**config.mk**
```make
export PLATFORM = sky130hd
export DESIGN_NAME = soc_system_sysid_ext
export DESIGN_NICKNAME = d
export VERILOG_FILES = /design/src/rtl/soc_sysid_pkg.sv /design/src/rtl/soc_sysid_uptime.sv /design/src/rtl/soc_system_sysid_ext.sv
export SDC_FILE = /design/constraint.sdc
export NUM_CORES = 1
export LEC_CHECK = 0
export CAP_MARGIN = 20
export CORE_MARGIN = 8
export CORE_UTILIZATION = 32
export DETAILED_ROUTE_END_ITERATION = 10
export PLACE_DENSITY = 0.58
export SYNTH_ARGS = -nofsm -noshare
export SYNTH_HDL_FRONTEND = slang
export SYNTH_SLANG_ARGS = --single-unit
```
**constraint.sdc**
```tcl
create_clock -name clock -period 1.9 [get_ports clock]
set_clock_uncertainty 0.05 [all_clocks]
set_input_delay 0.38 -clock clock [delete_from_list [all_inputs] [get_ports clock]]
set_output_delay 0.38 -clock clock [all_outputs]
set_load 0.02 [all_outputs]
```
**src/rtl/soc_sysid_pkg.sv**
```systemverilog
`default_nettype none
// ============================================================================
// Module  : soc_sysid_pkg
// Purpose : Shared definitions for the extended system-ID slave.
//           - Register word addresses.
//           - CAPS field layout.
//           - A byte-enable merge helper.
// Ports   : none (package)
// Revision: 1.0 - initial release
// ============================================================================
package soc_sysid_pkg;

  // Register word addresses, zero-extended to 8 bits so that any legal
  // ADDR_W (3..8) can be compared against them directly.
  localparam logic [7:0] ADDR_ID        = 8'd0;
  localparam logic [7:0] ADDR_TIMESTAMP = 8'd1;
  localparam logic [7:0] ADDR_VERSION   = 8'd2;
  localparam logic [7:0] ADDR_UPTIME_LO = 8'd3;
  localparam logic [7:0] ADDR_UPTIME_HI = 8'd4;
  localparam logic [7:0] ADDR_SCRATCH   = 8'd5;
  localparam logic [7:0] ADDR_CAPS      = 8'd6;
  localparam logic [7:0] ADDR_RDCOUNT   = 8'd7;

  // CAPS word layout
  localparam int CAPS_LAT_LSB     = 0;
  localparam int CAPS_LAT_W       = 4;
  localparam int CAPS_ADDRW_LSB   = 4;
  localparam int CAPS_ADDRW_W     = 4;
  localparam int CAPS_TICKDIV_LSB = 8;
  localparam int CAPS_TICKDIV_W   = 24;

  // Merge wdata into cur on the lanes selected by be.
  function automatic logic [31:0] apply_byteenable(
    input logic [31:0] cur,
    input logic [31:0] wdata,
    input logic [3:0]  be
  );
    logic [31:0] res;
    res = cur;
    for (int i = 0; i < 4; i++) begin
      if (be[i]) res[8*i +: 8] = wdata[8*i +: 8];
    end
    return res;
  endfunction

endpackage
`default_nettype wire

```
**src/rtl/soc_sysid_uptime.sv**
```systemverilog
`default_nettype none
// ============================================================================
// Module  : soc_sysid_uptime
// Purpose : Free-running 64-bit uptime counter behind a prescaler. The
//           prescaler counts 0..TICK_DIV-1; the counter steps by one in the
//           cycle the prescaler wraps and itself wraps at 2^64-1.
// Ports   : clock   - system clock
//           reset_n - asynchronous active-low reset
//           count   - current uptime value
// Revision: 1.0 - initial release
// ============================================================================
module soc_sysid_uptime #(
  parameter int TICK_DIV = 50
) (
  input  logic        clock,
  input  logic        reset_n,
  output logic [63:0] count
);

  localparam logic [31:0] PRESC_LAST = 32'(TICK_DIV - 1);

  logic [31:0] presc_q, presc_d;
  logic [63:0] count_q, count_d;
  logic        tick;

  always_comb begin
    tick    = (presc_q == PRESC_LAST);
    presc_d = tick ? 32'd0 : presc_q + 32'd1;
    count_d = tick ? count_q + 64'd1 : count_q;
  end

  always_ff @(posedge clock or negedge reset_n) begin
    if (!reset_n) begin
      presc_q <= '0;
      count_q <= '0;
    end else begin
      presc_q <= presc_d;
      count_q <= count_d;
    end
  end

  assign count = count_q;

endmodule
`default_nettype wire

```
**src/rtl/soc_system_sysid_ext.sv**
```systemverilog
`default_nettype none
// ============================================================================
// Module  : soc_system_sysid_ext
// Purpose : System-ID Avalon-MM slave with version/caps words, atomic 64-bit
//           uptime readout, byte-writable scratch and saturating read count.
//           Reads return after a fixed READ_LATENCY with readdatavalid.
// Ports   : clock         - system clock
//           reset_n       - asynchronous active-low reset
//           address       - word address
//           read / write  - access strobes, accepted every cycle
//           writedata     - write data
//           byteenable    - write byte lanes
//           readdata      - read data, zero unless readdatavalid
//           readdatavalid - read-data qualifier
// Revision: 1.0 - initial release
// ============================================================================
module soc_system_sysid_ext
  import soc_sysid_pkg::*;
#(
  parameter logic [31:0] SYSID_ID     = 32'hACD5_0002,
  parameter logic [31:0] TIMESTAMP    = 32'd0,
  parameter logic [31:0] VERSION      = 32'h0002_0000,
  parameter int          ADDR_W       = 3,
  parameter int          READ_LATENCY = 1,
  parameter int          TICK_DIV     = 50
) (
  input  logic              clock,
  input  logic              reset_n,
  input  logic [ADDR_W-1:0] address,
  input  logic              read,
  input  logic              write,
  input  logic [31:0]       writedata,
  input  logic [3:0]        byteenable,
  output logic [31:0]       readdata,
  output logic              readdatavalid
);

  logic [63:0] uptime;

  soc_sysid_uptime #(.TICK_DIV(TICK_DIV)) u_uptime (
    .clock   (clock),
    .reset_n (reset_n),
    .count   (uptime)
  );

  logic [7:0]  addr_ext;
  logic [31:0] caps;
  logic [31:0] rd_sel;

  logic [31:0] shadow_q,  shadow_d;
  logic [31:0] scratch_q, scratch_d;
  logic [31:0] rdcount_q, rdcount_d;

  logic [READ_LATENCY-1:0] pipe_vld_q,  pipe_vld_d;
  logic [31:0]             pipe_data_q [READ_LATENCY];
  logic [31:0]             pipe_data_d [READ_LATENCY];

  // Widening the address makes every address >= 8 fall into the default arm.
  assign addr_ext = 8'(address);

  always_comb begin
    caps = '0;
    caps[CAPS_LAT_LSB     +: CAPS_LAT_W]     = CAPS_LAT_W'(READ_LATENCY);
    caps[CAPS_ADDRW_LSB   +: CAPS_ADDRW_W]   = CAPS_ADDRW_W'(ADDR_W);
    caps[CAPS_TICKDIV_LSB +: CAPS_TICKDIV_W] = CAPS_TICKDIV_W'(TICK_DIV);
  end

  // Read mux uses pre-write state, so a same-cycle write is not visible.
  always_comb begin
    rd_sel = '0;
    case (addr_ext)
      ADDR_ID:        rd_sel = SYSID_ID;
      ADDR_TIMESTAMP: rd_sel = TIMESTAMP;
      ADDR_VERSION:   rd_sel = VERSION;
      ADDR_UPTIME_LO: rd_sel = uptime[31:0];
      ADDR_UPTIME_HI: rd_sel = shadow_q;
      ADDR_SCRATCH:   rd_sel = scratch_q;
      ADDR_CAPS:      rd_sel = caps;
      ADDR_RDCOUNT:   rd_sel = rdcount_q;
      default:        rd_sel = '0;
    endcase
  end

  always_comb begin
    shadow_d  = shadow_q;
    scratch_d = scratch_q;
    rdcount_d = rdcount_q;

    // High word is frozen in the same cycle the low word is sampled.
    if (read && (addr_ext == ADDR_UPTIME_LO)) shadow_d = uptime[63:32];

    if (write && (addr_ext == ADDR_SCRATCH))
      scratch_d = apply_byteenable(scratch_q, writedata, byteenable);

    // Clear has priority over a concurrent read increment.
    if (write && (addr_ext == ADDR_RDCOUNT))
      rdcount_d = '0;
    else if (read && (rdcount_q != 32'hFFFF_FFFF))
      rdcount_d = rdcount_q + 32'd1;
  end

  // Idle stages carry zero so readdata is zero between returns.
  always_comb begin
    pipe_vld_d[0]  = read;
    pipe_data_d[0] = read ? rd_sel : 32'd0;
    for (int i = 1; i < READ_LATENCY; i++) begin
      pipe_vld_d[i]  = pipe_vld_q[i-1];
      pipe_data_d[i] = pipe_data_q[i-1];
    end
  end

  always_ff @(posedge clock or negedge reset_n) begin
    if (!reset_n) begin
      shadow_q    <= '0;
      scratch_q   <= '0;
      rdcount_q   <= '0;
      pipe_vld_q  <= '0;
      pipe_data_q <= '{default: '0};
    end else begin
      shadow_q    <= shadow_d;
      scratch_q   <= scratch_d;
      rdcount_q   <= rdcount_d;
      pipe_vld_q  <= pipe_vld_d;
      pipe_data_q <= pipe_data_d;
    end
  end

  assign readdata      = pipe_data_q[READ_LATENCY-1];
  assign readdatavalid = pipe_vld_q[READ_LATENCY-1];

endmodule
`default_nettype wire

```
==> results.tsv, run 1 <==
stage	metric	value	unit
status	outcome	complete, but fails checks	
status	failing checks	negative setup slack	
floorplan	initial core utilization	32.31	%
synth	Post-synth top cells	dfrtp_1 (225), mux2_2 (79), nand2_1 (66)	
detailed_routing	drt total wl	32940	um
synth	most common flop cell mapped by yosys	dfrtp_1	
detailed_routing	vias per inst	5.191	
synth	Post-synth EDFFs	0	
clocking	CTS Buf Count	25	
synth	synthesized area per cell	11.11	um^2
global_route	All-Layer GR Usage	16.00	%
clocking	CTS H-tree lvls	1	
clocking	Clk Latency, worst-skew pair	0.53	ns
place	DP Area	13710	um^2
timing	fin crit share	108.4	%
hold_path	class of the worst hold path	primary input to async pin	
global_route	pin count of the biggest net entering global routing	63	
setup_path	Worst Path Arrival	2.45	ns
setup_path	WP data required	2.29	ns
power_and_ir_drop	maximum VDD drop	0.0005117	V
global_route	global-route wire length before repair	50550	um
synth	Cell variety after synth	55	
setup_path	R2R Path End	u_uptime.count[59]$_DFFE_PN0N_	
power_and_ir_drop	Pleak	7.553	nW
clocking	TritonCTS clock tree	done	
clocking	CTS sink cnt	225	
synth	flops & latches, synth	225	
floorplan	die area	39810	um^2
place	PortBufs	75	
floorplan	Die Wd	199.5	um
place	RePlAce Congestion	0.8929	
global_route	met2 usage	26.83	%
synth	Post-Synthesis Cell Area	10780	um^2
synth	leading area contributor after synthesis	dfrtp_1	
synth	Synth top area share	52.23	%
setup_path	reg2reg start	u_uptime.presc_q[18]$_DFF_PN0_	
timing	post-route setup slack	-0.1597	ns
synth	Synth area leaders	dfrtp_1 (52%), mux2_2 (8.3%), xnor2_1 (4.5%)	
global_route	Remaining Overflow, GRT	0	
cells_and_area	post-layout util	46.50	%
setup_path	critical path type	flop to flop	
global_route	GR Util met3	2.122	%
cells_and_area	synth-to-layout area growth	43.94	%
synth	sequential area share after synthesis	52.23	%
clocking	Max clock buf depth	3	
run	max_cap viols	0	
timing	minimum clock period	2.060	ns
synth	Syn. warnings	0	
cells_and_area	diode count	0	
setup_path	crit path launch type	flop	
setup_path	Reg2Reg Setup Slack	-0.16	ns
detailed_routing	DR pass1 iterations	9	
timing	max_slew headroom	41.61	%
floorplan	core area	33360	um^2
synth	most instantiated library cell after synthesis	dfrtp_1	
floorplan	Rows	67	
cells_and_area	nets	1334	
timing	Setup Viol. Count Final	65	
global_route	GRT busiest layer	met2	
setup_path	CP Capture Type	flop	
global_route	initial antenna violation count	0	
cells_and_area	layout cells sized above 1	37.42	%
setup_path	CP max FO	4	
detailed_routing	drt initial violations	646	
floorplan	Top Ports	76	
clocking	clk slew on worst S/H paths	0.06	ns
timing	fmax	485.5	MHz
timing	worst slew pin tran	0.8738	ns
timing	Final Hold Vio Count	0	
detailed_routing	WL/cell	18.80	um
power_and_ir_drop	Power Density	711.0	nW/um^2
synth	Synthesized Nets	1017	
detailed_routing	# DRC	0	
clocking	Root Buffer	clkbuf_16	
setup_path	Worst R2R Path Depth	5	
place	Detail Placement HPWL	23780	um
floorplan	die height	199.5	um
detailed_routing	Post-DRT Antenna Nets	0	
timing	RSZ-0062 raised after global routing	true	
synth	fraction of registers with async set/reset	100.0	%
timing	max-slew violations	0	
synth	Syn Inst Count	970	
detailed_routing	Vias	9095	
global_route	vias in the first global route	9168	
cells_and_area	post-route cell area	15510	um^2
global_route	GRT met1 Usage	21.08	%
==> state kept, by name, summed over array words and instances (netlist names) <==
signal            flops
shadow_q             32
scratch_q            32
readdatavalid         1
u_uptime.count       64
u_uptime.presc_q     32
rdcount_q            32
readdata             32
==> how the worst max path moves through the flow <==
stage                                         startpoint                             end  cells after the start
after floorplan            u_uptime.presc_q[2]$_DFF_PN0_  u_uptime.count[62]$_DFFE_PN0N_                      6
after global placement                              read       rdcount_q[14]$_DFFE_PN0P_                      7
after detailed placement                            read       rdcount_q[24]$_DFFE_PN0P_                      8
after CTS                 u_uptime.presc_q[18]$_DFF_PN0_  u_uptime.count[57]$_DFFE_PN0N_                      5
after global routing       u_uptime.presc_q[2]$_DFF_PN0_  u_uptime.count[62]$_DFFE_PN0N_                      8
final                     u_uptime.presc_q[18]$_DFF_PN0_  u_uptime.count[59]$_DFFE_PN0N_                      5
==> through the flow <==
stage | total power [mW] | setup TNS [ns] | hold slack (ns) | cells | worst slack (ns)
global placement | 6.310 | -46.41 | 0.2061 | 1680 | -0.5144
CTS | 11.10 | -5.685 | 0.2353 | 1738 | -0.2006
floorplan | 5.702 | 0 | 0.03441 | 970 | 0.0006088
detailed placement | 6.331 | -49.90 | 0.2109 | 1680 | -0.5813
global route | 11.41 | -15.31 | 0.2522 | 1752 | -0.3047
finish | 11.03 | -6.183 | 0.2421 | 1752 | -0.1597
==> cells in the final DEF (no fill, tap or decap), types with 15 or more instances in the layout <==
cell type / count
clkdlybuf4s50_1: 43
buf_4: 226
mux2_2: 78
buf_6: 21
dlygate4sd2_1: 23
nand3_1: 46
nor2_1: 50
nand2_1: 61
xor2_1: 41
and3_1: 22
nand4_1: 40
nor4_4: 19
inv_1: 18
a22o_1: 17
a222oi_1: 15
or4_1: 15
xnor2_1: 50
clkbuf_16: 25
dfrtp_1: 225
a21oi_1: 35
==> logic make-up after synthesis <==
group / count (synthesis) / synth area share, %
XOR/XNOR: 96 / 7.800
AND/OR/NAND/NOR: 373 / 20.14
multiplexers: 82 / 8.532
buffers and inverters: 64 / 2.635
flip-flops: 225 / 52.23
adder cells (fa/ha/maj): 4 / 0.4643
AO/OA/AOI/OAI: 126 / 8.195
==> area by class of cell <==
class	count	area, um^2
Clock buffer	36	726.9
Clock inverter	8	68.82
Fill cell	3089	17850
Inverter	18	67.56
Multi-Input combinational cell	684	5585
Sequential cell	225	5630
Tap cell	448	560.5
Timing Repair Buffer	333	2875
==> worst max-delay path, cell delays in order (launching register included) <==
cell and delay (ns):
dfrtp_1 0.41, nor4_4 0.37, nand4_2 0.23, or4_4 0.57, nor3_4 0.20, xnor2_1 0.14
==> routing by layer <==
layer / routed length (um) / vias up
met4: 822 / 0
met5: 0 / -
li1: - / 4217
met3: 1709 / 53
met2: 16260 / 242
met1: 14150 / 4583
==> where the power goes <==
| part | switching (mW) | internal, mW |
|---|---|---|
| Clock | 1.97 | 2.78 |
| Sequential | 0.147 | 5.03 |
| Combinational | 0.549 | 0.557 |
==> repair_timing <==
item                                   in CTS  in global routing
pin swaps                                  37                 63
gates cloned                                2                  4
endpoints found under the hold margin      62                  0
setup buffers                              11                 12
gates resized for setup                    94                 96
setup endpoints to repair                  99                107
hold buffers                                1                  0
No activity file was read; power rests on OpenSTA's default activity.
==> inputs of run 2 (changes only) <==
--- a/config.mk
+++ b/config.mk
@@ -9,7 +9,9 @@
 export CORE_MARGIN = 8
 export CORE_UTILIZATION = 32
 export DETAILED_ROUTE_END_ITERATION = 10
-export PLACE_DENSITY = 0.58
+export PLACE_DENSITY = 0.57
+export REMOVE_ABC_BUFFERS = 1
 export SYNTH_ARGS = -nofsm -noshare
 export SYNTH_HDL_FRONTEND = slang
+export SYNTH_HIERARCHICAL = 1
 export SYNTH_SLANG_ARGS = --single-unit
==> constraint.sdc (replaced) <==
create_clock -name clock -period 2.34 [get_ports clock]
set_clock_uncertainty 0.05 [all_clocks]
set_input_delay 0.468 -clock clock [delete_from_list [all_inputs] [get_ports clock]]
set_output_delay 0.468 -clock clock [all_outputs]
set_load 0.02 [all_outputs]
==> results.tsv, run 2 <==
stage	metric	value	unit	change
status	outcome	finished clean		
detailed_routing	DR pass1 iterations	6		-3
clocking	TritonCTS clock tree	done		
detailed_routing	# DRC	0		unchanged
clocking	CTS H-tree lvls	1		unchanged
synth	Syn. warnings	6		+6
place	RePlAce Congestion	0.8739		-2.1%
power_and_ir_drop	Power Density	662.2	nW/um^2	-6.9%
cells_and_area	diode count	0		unchanged
setup_path	crit path launch type	flop		
floorplan	Rows	67		unchanged
timing	Post-Route Hold Slack	0.4238	ns	+0.1817 ns
timing	fmax	439.4	MHz	-9.5%
synth	flops & latches, synth	225		unchanged
setup_path	Worst Path Arrival	2.66	ns	+0.21 ns
synth	Post-synth EDFFs	0		unchanged
floorplan	die area	39950	um^2	+0.34%
synth	Cell variety after synth	62		+13%
floorplan	die height	199.9	um	+0.17%
clocking	Root Buffer	clkbuf_16		
power_and_ir_drop	Pleak	6.111	nW	-19%
floorplan	Top Ports	76		unchanged
clocking	clk slew on worst S/H paths	0.06	ns	about the same
detailed_routing	drt total wl	30030	um	-8.8%
setup_path	Worst R2R Path Depth	5		unchanged
global_route	vias in the first global route	8576		-6.5%
cells_and_area	synth-to-layout area growth	26.81	%	
cells_and_area	layout cells sized above 1	21.78	%	-16 points
detailed_routing	Vias	8358		-8.1%
global_route	global-route wire length before repair	48180	um	-4.7%
detailed_routing	WL/cell	18.55	um	-1.4%
run	max_cap viols	0		unchanged
setup_path	Reg2Reg Setup Slack	0.06	ns	+0.22 ns
timing	max_slew headroom	58.11	%	+16 points
floorplan	initial core utilization	32.35	%	+0.039 points
place	pre-CTS setup slack	-0.1060	ns	+0.4753 ns
setup_path	CP endpoint	u_uptime/count[60]$_DFFE_PN0N_		
setup_path	CP startpoint	u_uptime/count[43]$_DFFE_PN0N_		
timing	max-slew violations	0		unchanged
power_and_ir_drop	total power	9.085	mW	-18%
cells_and_area	commonest non-fill, non-tap cell in the layout	dfrtp_1		
global_route	initial antenna violation count	0		unchanged
clocking	CTS sink cnt	225		unchanged
synth	fraction of registers with async set/reset	100.0	%	unchanged
synth	most instantiated library cell after synthesis	dfrtp_1		
timing	worst slew pin tran	0.6284	ns	-0.2453 ns
clocking	Clk Latency, worst-skew pair	0.53	ns	about the same
floorplan	Die Wd	199.9	um	+0.17%
timing	Setup Viol. Count Final	0		-100%
synth	Synth area leaders	dfrtp_1 (52%), mux2_2 (7.7%), xor2_1 (5.2%)		
clocking	Max clock buf depth	3		unchanged
setup_path	CP Capture Type	flop		
synth	Synth top area share	52.04	%	-0.19 points
synth	Syn Inst Count	1005		+3.6%
setup_path	slowest stage cell, crit path	nor4_1		
setup_path	WP data required	2.72	ns	+0.43 ns
setup_path	reg2reg start	u_uptime/count[43]$_DFFE_PN0N_		
synth	Post-Synthesis Cell Area	10820	um^2	+0.37%
floorplan	core area	33450	um^2	+0.25%
global_route	Remaining Overflow, GRT	0		unchanged
detailed_routing	Post-DRT Antenna Nets	0		unchanged
setup_path	R2R Path End	u_uptime/count[60]$_DFFE_PN0N_		
cells_and_area	number of flip-flops in the largest register	64		unchanged
place	Detail Placement HPWL	22290	um	-6.2%
setup_path	critical path type	flop to flop		
hold_path	class of the worst hold path	flop to flop		
synth	sequential area share after synthesis	52.04	%	-0.19 points
detailed_routing	vias per inst	5.162		-0.55%
timing	post-route setup slack	0.06420	ns	+0.2239 ns
synth	Post-synth top cells	dfrtp_1 (225), nor2_1 (97), nand2_1 (76)		
place	PortBufs	75		unchanged
setup_path	worst path cell trace	nand3_1, nor4_1, nand3_1, nor4_1, xor2_1		
clocking	CTS Buf Count	25		unchanged
power_and_ir_drop	maximum VDD drop	0.0004029	V	-21%
synth	leading area contributor after synthesis	dfrtp_1		
setup_path	CP max stage delay	0.49	ns	-0.08 ns
global_route	All-Layer GR Usage	15.19	%	-0.80 points
timing	minimum clock period	2.276	ns	+0.2161 ns
global_route	pin count of the biggest net entering global routing	73		+16%
timing	setup TNS	0	ns	+6.183 ns
synth	most common flop cell mapped by yosys	dfrtp_1		
detailed_routing	drt initial violations	595		-7.9%
cells_and_area	nets	1200		-10%
synth	synthesized area per cell	10.77	um^2	-3.1%
timing	Final Hold Vio Count	0		unchanged
timing	fin crit share	97.26	%	-11 points
cells_and_area	most frequent cells in the layout	dfrtp_1 (225), nor2_1 (97), buf_4 (86)		
setup_path	CP max FO	5		+1
cells_and_area	post-layout util	41.02	%	-5.5 points
-- run 2: cell types whose count changed after synthesis, sizes merged, moves of 6 or more --
cell    delta
nor3       +6
or4        -9
o31ai      -9
nor4      +16
and3      -17
xor2      +23
xnor2     -14
nand2     +11
nor2      +37
and4       -8
mux2i      +6
clkbuf    +11
a21oi     -13
-- run 2: area by class of cell --
| cell class | instances | area, um^2 |
|---|---|---|
| inverters | 21 | 78.83 |
| well taps | 448 | 560.5 |
| clock buffers | 31 | 698.2 |
| flip-flops and latches | 225 | 5630 |
| repair buffers | 173 | 1627 |
| clock inverters | 14 | 150.1 |
| multi-input cells | 707 | 4975 |
| fillers | 3227 | 19730 |
-- run 2: how the worst min path moves through the flow --
stage / cells after the start / start / endpoint / slack, ns
2_1_floorplan: 0 / reset_n / rdcount_q[0]$_DFFE_PN0P_ / 0.12
3_3_place_gp: 1 / u_uptime/count[63]$_DFFE_PN0N_ / u_uptime/count[63]$_DFFE_PN0N_ / 0.40
3_5_place_dp: 1 / u_uptime/presc_q[31]$_DFF_PN0_ / u_uptime/presc_q[31]$_DFF_PN0_ / 0.41
4_1_cts: 3 / address[2] / readdata[26]$_DFF_PN0_ / 0.41
5_1_grt: 1 / u_uptime/presc_q[31]$_DFF_PN0_ / u_uptime/presc_q[31]$_DFF_PN0_ / 0.45
6_report: 1 / u_uptime/count[63]$_DFFE_PN0N_ / u_uptime/count[63]$_DFFE_PN0N_ / 0.42
-- run 2: cell families (layout without fill, tap and decap cells) --
kind of cell / after synthesis / after routing / share of synthesized area, %
xor+xnor: 105 / 105 / 8.500
flops: 225 / 225 / 52.04
compound gates: 110 / 110 / 7.563
mux: 83 / 83 / 8.535
buf+inv: 73 / 239 / 2.729
simple gates: 405 / 405 / 20.17
fa+ha+maj: 4 / 4 / 0.4626
-- run 2: metrics by stage --
step                      cell area [um^2]  cells
final                                13720   1619
after global routing                 13720   1619
after CTS                            13650   1618
after detailed placement             12790   1572
after global placement               12790   1572
after floorplan                      10600    953
-- run 2: timing repair --
item	4_1_cts	5_1_grt
hold buffers	1	0
setup buffers	0	1
setup endpoints to repair	0	15
hold endpoints to repair	64	0
gates resized for setup	0	10
-- run 2: power by group --
part,switching (mW),internal [mW],total (mW)
logic,0.424,0.428,0.852
registers,0.159,4.09,4.25
clock network,1.63,2.36,3.99
-- run 2: routing by layer --
layer	part of all wire (%)	GRT usage, %	wire (um)	vias up
met4	2.6	4.959	789	0
li1	-	-	-	3940
met2	48	25.14	14420	223
met1	43	20.09	13050	4144
met3	5.9	2.531	1770	51
met5	0	0	0	-
-- run 2: worst max-delay path, delay by kind of cell (launching register included) --
family        cells  cell delay, ns
simple gates      4            1.50
flops             1            0.42
xor+xnor          1            0.21
==> inputs of run 3 (changes only) <==
--- a/config.mk
+++ b/config.mk
@@ -10,6 +10,7 @@
 export CORE_UTILIZATION = 32
 export DETAILED_ROUTE_END_ITERATION = 10
 export PLACE_DENSITY = 0.57
+export RECOVER_POWER = 25
 export REMOVE_ABC_BUFFERS = 1
 export SYNTH_ARGS = -nofsm -noshare
 export SYNTH_HDL_FRONTEND = slang
==> results.tsv, run 3 (synthesis results as in run 2) <==
stage	metric	value	unit	change
status	outcome	finished clean		
global_route	All-Layer GR Usage	15.19	%	unchanged
power_and_ir_drop	clock share of power	44.0	%	about the same
global_route	vias in the first global route	8576		unchanged
place	DP Area	12790	um^2	unchanged
timing	setup TNS	0	ns	unchanged
cells_and_area	number of flip-flops in the largest register	64		unchanged
power_and_ir_drop	switching share of total power	24.37	%	about the same
cells_and_area	commonest non-fill, non-tap cell in the layout	dfrtp_1		
floorplan	Die Wd	199.9	um	unchanged
timing	Setup Viol. Count Final	0		unchanged
floorplan	die height	199.9	um	unchanged
power_and_ir_drop	internal power	6.862	mW	-0.15%
clocking	Root Buffer	clkbuf_16		
run	max_cap viols	0		unchanged
floorplan	Top Ports	76		unchanged
power_and_ir_drop	total power	9.073	mW	-0.14%
detailed_routing	WL/cell	18.51	um	-0.22%
cells_and_area	post-layout util	40.84	%	-0.17 points
setup_path	CP max FO	5		unchanged
power_and_ir_drop	Power Density	664.1	nW/um^2	+0.28%
cells_and_area	synth-to-layout area growth	26.28	%	
timing	max-slew violations	0		unchanged
cells_and_area	diode count	0		unchanged
detailed_routing	DR pass1 iterations	7		+1
timing	minimum clock period	2.292	ns	+0.01610 ns
timing	Final Hold Vio Count	0		unchanged
clocking	clk slew on worst S/H paths	0.06	ns	about the same
floorplan	die area	39950	um^2	unchanged
power_and_ir_drop	switching pwr	2.211	mW	about the same
clocking	CTS sink cnt	225		unchanged
setup_path	CP Capture Type	flop		
power_and_ir_drop	Seq pwr share	46.8	%	about the same
detailed_routing	vias per inst	5.172		+0.19%
detailed_routing	Vias	8374		+0.19%
global_route	global-route wire length before repair	48180	um	unchanged
power_and_ir_drop	Pleak	6.085	nW	-0.43%
cells_and_area	most frequent cells in the layout	dfrtp_1 (225), nor2_1 (97), buf_4 (84)		
place	PortBufs	75		unchanged
place	Detail Placement HPWL	22290	um	unchanged
detailed_routing	Post-DRT Antenna Nets	0		unchanged
timing	worst slew pin tran	1.086	ns	+0.4577 ns
place	RePlAce Congestion	0.8739		unchanged
floorplan	core area	33450	um^2	unchanged
setup_path	crit-path leading delay family	simple AND/OR/NAND/NOR gates		
timing	Post-Route Hold Slack	0.4241	ns	+0.0002160 ns
cells_and_area	nets	1200		unchanged
setup_path	Worst Path Arrival	2.68	ns	+0.02 ns
setup_path	critical path type	flop to flop		
floorplan	Rows	67		unchanged
setup_path	crit path launch type	flop		
power_and_ir_drop	maximum VDD drop	0.0004020	V	-0.23%
power_and_ir_drop	Logic pwr share	9.2	%	-0.2 points
setup_path	Worst Path Buf+Inv	0		unchanged
timing	max_slew headroom	27.60	%	-31 points
timing	fmax	436.3	MHz	-0.70%
setup_path	worst path cell trace	nand3_1, nor4_1, nand3_1, nor4_1, xor2_1		
clocking	Max clock buf depth	3		unchanged
hold_path	class of the worst hold path	flop to flop		
cells_and_area	post-route cell area	13660	um^2	-0.42%
clocking	TritonCTS clock tree	done		
setup_path	WP data required	2.72	ns	about the same
detailed_routing	# DRC	0		unchanged
setup_path	slowest stage cell, crit path	nor4_1		
clocking	CTS Buf Count	25		unchanged
detailed_routing	drt initial violations	628		+5.5%
clocking	CTS H-tree lvls	1		unchanged
detailed_routing	drt total wl	29970	um	-0.22%
setup_path	CP max stage delay	0.50	ns	about the same
cells_and_area	layout cells sized above 1	21.61	%	-0.17 points
global_route	initial antenna violation count	0		unchanged
clocking	Clk Latency, worst-skew pair	0.53	ns	about the same
global_route	pin count of the biggest net entering global routing	73		unchanged
floorplan	initial core utilization	32.35	%	unchanged
timing	fin crit share	97.94	%	+0.69 points
global_route	Remaining Overflow, GRT	0		unchanged
-- run 3: cell types whose count changed in the layout (fill, tap and decap cells not counted), sizes merged --
| cell | delta |
|---|---|
| clkbuf | +6 |
| buf | -6 |
-- run 3: through the flow --
step           setup slack, ns  instances
2_1_floorplan          -0.3052        953
3_3_place_gp          -0.05996       1572
3_5_place_dp           -0.1060       1572
4_1_cts                0.07156       1618
5_1_grt               -0.01367       1619
6_report               0.04810       1619
-- run 3: what timing repair did --
item	in CTS	in global routing
hold buffers	1	0
endpoints found under the hold margin	64	0
endpoints found under the setup margin	0	15
gates resized for setup	0	10
buffers inserted	0	1
-- run 3: layer usage --
metal  wire (um)  part of all wire (%)  GRT usage [%]
met5           0                     0              0
met4         802                   2.7          4.959
met3        1790                   6.0          2.531
met2       14460                    48          25.14
met1       12910                    43          20.09
-- run 3: worst reg2reg max path, delay by kind of cell (launching register included) --
family	cells	cell delay, ns
XOR/XNOR	1	0.21
flip-flops	1	0.42
AND/OR/NAND/NOR	4	1.52
-- run 3: layout make-up --
class | count | area, um^2
clock inverters | 14 | 150.1
clock buffers | 31 | 698.2
flip-flops and latches | 225 | 5630
repair buffers | 173 | 1569
fillers | 3236 | 19790
inverters | 21 | 78.83
multi-input cells | 707 | 4975
well taps | 448 | 560.5
-- run 3: worst paths after layout --
check	from	end	slack (ns)	depth (start not counted)
worst max-delay path	u_uptime/count[43]$_DFFE_PN0N_	u_uptime/count[60]$_DFFE_PN0N_	0.05	5
worst min-delay path	u_uptime/count[63]$_DFFE_PN0N_	u_uptime/count[63]$_DFFE_PN0N_	0.42	1
worst max register to register	u_uptime/count[43]$_DFFE_PN0N_	u_uptime/count[60]$_DFFE_PN0N_	0.05	5
worst min register to register	u_uptime/count[63]$_DFFE_PN0N_	u_uptime/count[63]$_DFFE_PN0N_	0.42	1
max in group asynchronous	reset_n	shadow_q[31]$_DFFE_PN0P_	0.41	3
min in group asynchronous	reset_n	u_uptime/presc_q[8]$_DFF_PN0_	0.65	2
-- run 3: power groups by stage --
stage / combinational [mW] / sequential (mW) / clock [mW]
3_3_place_gp: 0.849 / 4.32 / 0
2_1_floorplan: 0.346 / 4.29 / 0
6_report: 0.839 / 4.25 / 3.99
3_5_place_dp: 0.862 / 4.32 / 0
4_1_cts: 0.868 / 4.25 / 4.11
5_1_grt: 0.934 / 4.27 / 4.26
